File: config.mk
export PLATFORM = sky130hd
export DESIGN_NAME = aes_byte_streamer
export DESIGN_NICKNAME = d
export VERILOG_FILES = /design/src/rtl/aes_byte_streamer.sv
export SDC_FILE = /design/constraint.sdc
export NUM_CORES = 1
export LEC_CHECK = 0
export ABC_CLOCK_PERIOD_IN_PS = 3800
export CORE_MARGIN = 5
export CORE_UTILIZATION = 53
export DETAILED_ROUTE_END_ITERATION = 8
export PLACE_DENSITY = 0.86
export SETUP_SLACK_MARGIN = 0.5
export SYNTH_ARGS = -nofsm -noshare
export SYNTH_HDL_FRONTEND = slang
export SYNTH_SLANG_ARGS = --single-unit
export TNS_END_PERCENT = 50
File: constraint.sdc
create_clock -name clk -period 3.8 [get_ports clk]
set_input_delay 0.57 -clock clk [delete_from_list [all_inputs] [get_ports clk]]
set_output_delay 0.57 -clock clk [all_outputs]
set_load 0.01 [all_outputs]
File: src/rtl/aes_byte_streamer.sv
// Byte-stream front end for the combinational cipher core: collects key and
// plaintext bytes, waits a settle window, then streams the 16 result bytes out.
module aes_byte_streamer #(
  parameter int Nk          = 4,
  parameter int WAIT_CYCLES = 1
) (
  input  logic             clk,
  input  logic             rst_n,
  input  logic             in_valid,
  output logic             in_ready,
  input  logic [7:0]       in_byte,
  input  logic             rekey,
  output logic [Nk*32-1:0] cipher_key,
  output logic [127:0]     cipher_data,
  input  logic [127:0]     cipher_result,
  output logic             out_valid,
  input  logic             out_ready,
  output logic [7:0]       out_byte,
  output logic             busy
);

  localparam int KW = Nk * 32;
  localparam int KB = 4 * Nk;

  typedef enum logic [1:0] {
    S_LOAD_KEY,
    S_LOAD_DATA,
    S_WAIT,
    S_SEND
  } state_e;

  state_e          state_q, state_d;
  logic [4:0]      cnt_q, cnt_d;
  logic            rekey_pend_q, rekey_pend_d;
  logic [KW-1:0]   key_q, key_d;
  logic [127:0]    data_q, data_d;
  logic [127:0]    sr_q, sr_d;
  logic [7:0]      wcnt_q, wcnt_d;
  logic            in_xfer, out_xfer;

  assign in_ready    = (state_q == S_LOAD_KEY) || (state_q == S_LOAD_DATA);
  assign out_valid   = (state_q == S_SEND);
  assign busy        = (state_q == S_WAIT) || (state_q == S_SEND);
  assign out_byte    = sr_q[127:120];
  assign cipher_key  = key_q;
  assign cipher_data = data_q;
  assign in_xfer     = in_valid && in_ready;
  assign out_xfer    = out_valid && out_ready;

  always_comb begin
    state_d      = state_q;
    cnt_d        = cnt_q;
    rekey_pend_d = rekey_pend_q | rekey;
    key_d        = key_q;
    data_d       = data_q;
    sr_d         = sr_q;
    wcnt_d       = wcnt_q;
    case (state_q)
      S_LOAD_KEY: begin
        rekey_pend_d = 1'b0;
        if (in_xfer) begin
          key_d = {key_q[KW-9:0], in_byte};
          cnt_d = cnt_q + 5'd1;
          if (cnt_q == 5'(KB - 1)) begin
            state_d = S_LOAD_DATA;
            cnt_d   = '0;
          end
        end
      end
      S_LOAD_DATA: begin
        // A byte arriving alongside a pending rekey wins; the rekey waits for block end.
        if (in_xfer) begin
          data_d = {data_q[119:0], in_byte};
          cnt_d  = cnt_q + 5'd1;
          if (cnt_q == 5'd15) begin
            state_d = S_WAIT;
            cnt_d   = '0;
            wcnt_d  = 8'(WAIT_CYCLES);
          end
        end else if (rekey_pend_q && (cnt_q == '0)) begin
          state_d      = S_LOAD_KEY;
          rekey_pend_d = 1'b0;
        end
      end
      S_WAIT: begin
        if (wcnt_q <= 8'd1) begin
          sr_d    = cipher_result;
          state_d = S_SEND;
        end else begin
          wcnt_d = wcnt_q - 8'd1;
        end
      end
      S_SEND: begin
        if (out_xfer) begin
          sr_d  = {sr_q[119:0], 8'h00};
          cnt_d = cnt_q + 5'd1;
          if (cnt_q == 5'd15) begin
            cnt_d = '0;
            if (rekey_pend_q) begin
              state_d      = S_LOAD_KEY;
              rekey_pend_d = 1'b0;
            end else begin
              state_d = S_LOAD_DATA;
            end
          end
        end
      end
      default: state_d = S_LOAD_KEY;
    endcase
  end

  always_ff @(posedge clk or negedge rst_n) begin
    if (!rst_n) begin
      state_q      <= S_LOAD_KEY;
      cnt_q        <= '0;
      rekey_pend_q <= 1'b0;
      key_q        <= '0;
      data_q       <= '0;
      sr_q         <= '0;
      wcnt_q       <= '0;
    end else begin
      state_q      <= state_d;
      cnt_q        <= cnt_d;
      rekey_pend_q <= rekey_pend_d;
      key_q        <= key_d;
      data_q       <= data_d;
      sr_q         <= sr_d;
      wcnt_q       <= wcnt_d;
    end
  end

endmodule

==> reports/qor.yml <==
run_status:
  status: "complete, no violations"
synthesis:
  synth_cells: 1482
  ys_seq_area_frac: 0.637
  ys_top_cells_by_area: "dfrtp_1 (64%), nand2_1 (9.7%), mux2_2 (9.2%)"
  syn_nets: 1627
  syn_area_sq_mm: 0.0157
  yosysUniqueCellTypes: 43
  ys_seq_elements: 400
  yosysTopAreaCell: "dfrtp_1"
  synth_area_per_cell_sq_um: 10.6
  yosysWarnings: 0
  netlist.area_leader.share: 0.637
finish:
  layout.nets: 1994
  drive_above_1_share: 0.115
  layout_commonest_cell: "nand2_1"
  mostFrequentLayoutCells: "nand2_1 (408), clkdlybuf4s50_1 (406), dfrtp_1 (400)"
  stdcell_count: 2267
  final_util: 0.725
  area_growth_pct: 36.0
cts:
  clockBufferDepth: 3
  post_cts_resized: 0
  clkTransAtPathRegs_ns: 0.06
  worstSkewPairLatency_ns: 0.53
  cts_tree: "built"
  postCtsSetupBuffers: 0
  cts_made_buffers: 41
  ctsHoldBuffers: 0
  cts_sinks: 400
  root_buffer: "clkbuf_16"
  htreeDepth: 2
timing:
  rsz0062_at_grt: "false"
  hold_viol: 0
  setup-tns-final_ns: 0
  layout_setup_ws_ns: 1.19
  skew_ns: 0.0146
  fmax_ghz: 0.383
  fin_crit_ns: 2.61
  worst_pin_slew_ns: 0.923
  drv_slew: 0
  post-route-period-util: 0.687
  slew_headroom: 0.379
  setup_viol: 0
setup_path:
  crit_required_ns: 3.23
  critPathTopFamily: "buffers and inverters"
  crit_path_max_fanout: 11
  crit_type: "reg -> out"
  reg2reg_slack_ns: 1.57
  worstPathBufferInverterCount: 2
  crit_path_start_kind: "register"
  critical_path.slowest_cell: "dfrtp_1"
  crit_arrival_ns: 2.04
  setup.worst_path.end_class: "output port"
  max_stage_delay_ns: 0.58
  path_cells: "inv_1, nor2_1, clkdlybuf4s50_1"
global_route:
  antenna_found_initial: 1
  busiest_layer: "met2"
  groute.usage.overall: 0.264
  met2_usage: 0.443
  grt_pass1_vias: 12864
  grt_pass1_wl_mm: 70.6
  grt_start_max_net_pins: 129
  gr-usage-met3: 0.0955
  grt_use_met1: 0.316
  grt_overflow_total: 0
floorplan:
  die-area_sq_mm: 0.0332
  die_x_microns: 182
  num_io_pins: 408
  start_util: 0.533
  dieHeight_microns: 182
  core-area_sq_mm: 0.0295
  rows: 63
route:
  routed_wl_mm: 44.1
  first_pass_iters: 5
  vias_per_cell: 5.47
  post-route-drc-count: 0
  drtIter0Drc: 863
  route.vias.total: 12408
  avgRoutedWirePerCell_microns: 19.4
  antenna_left: 0
power:
  power_density_mw_per_mm2: 613
  peakVddDrop_uv: 570
  p_leak_nw: 9.90
placement:
  dp.cells: 2196
  place.gp.congestion: 0.866
  dp_slack_ns: 1.16
  hpwl_mm: 29.8
  portBuffers: 407
hold_path:
  hold_class: "in -> async"
flow_run:
  cap_violations: 0
==> cells in the mapped netlist (all sizes together) <==
cell,count
mux2i,1
or3,3
dfrtp,400
buf,52
o21ba,1
inv,7
o21bai,1
and3,2
and4b,1
o41ai,1
o221a,1
nand3b,1
a21boi,1
and3b,1
nor3,3
a21oi,7
o21a,3
nand2,408
or4,1
o311ai,1
o22ai,120
or2,1
clkbuf,45
nor2b,3
ha,4
nor4,1
o31ai,5
a31oi,3
xnor2,1
a2bb2oi,1
nand2b,4
mux2,129
nand4,1
o21ai,4
nor4b,1
nand3,18
nor2,245
==> where the power goes <==
part / switching [mW] / total [mW] / internal (mW)
clock: 1.59 / 4.01 / 2.41
sequential: 0.714 / 5.91 / 5.19
combinational: 1.77 / 3.20 / 1.43
==> registers in the layout (all words and copies together), names as in the netlist, named ones only <==
name          count
cipher_data     128
wcnt_q            8
cnt_q             5
sr_q            128
cipher_key      128
rekey_pend_q      1
state_q           1
==> cell type report <==
type | instances | area [sq um]
clock inverter | 11 | 138
multi-input combinational | 978 | 5230
inverter | 7 | 26.3
tap | 390 | 488
fill | 1920 | 8090
timing repair buffer | 421 | 4280
sequential | 400 | 10000
antenna | 1 | 2.50
clock buffer | 59 | 1210
==> cell families after synthesis <==
group	count (synthesis)	synth area share
simple gates	694	0.172
xor+xnor	1	0.000557
fa+ha+maj	4	0.00318
compound gates	149	0.0610
buf+inv	104	0.0339
flops	400	0.637
mux	130	0.0930
==> worst paths after layout <==
check | start | cells past startpoint | endpoint
worst max-delay path | register | 3 | out_valid
worst min-delay path | rst_n | 1 | sr_q[110]
worst max register to register | wcnt_q[0] | 7 | sr_q[83]
worst min register to register | cipher_data[122] | 2 | cipher_data[122]
max in group asynchronous | rst_n | 2 | sr_q[36]
min in group clk | cipher_data[122] | 2 | cipher_data[122]
==> metal layers <==
metal	vias up	share of wire
li1	5651	-
met4	2	0.038
met2	534	0.50
met1	6125	0.36
met3	96	0.10
met5	-	0.00030
==> through the flow <==
stage               cell area, sq um  power [mW]  hold slack [ns]
floorplan                      15700        7.65            0.274
global placement               20000        8.97            0.458
detailed placement             20000        9.12            0.464
CTS                            21400        13.2            0.133
global route                   21400        13.8            0.168
finish                         21400        13.1            0.119
==> worst reg2reg max path, delay by kind of cell (launching register included) <==
kind / cells / cell delay (ns)
flip-flops: 1 / 0.41
AND/OR/NAND/NOR: 2 / 0.32
adder cells (fa/ha/maj): 1 / 0.27
buffers and inverters: 2 / 0.55
AO/OA/AOI/OAI: 2 / 0.59
No activity file was read; power rests on OpenSTA's default activity.
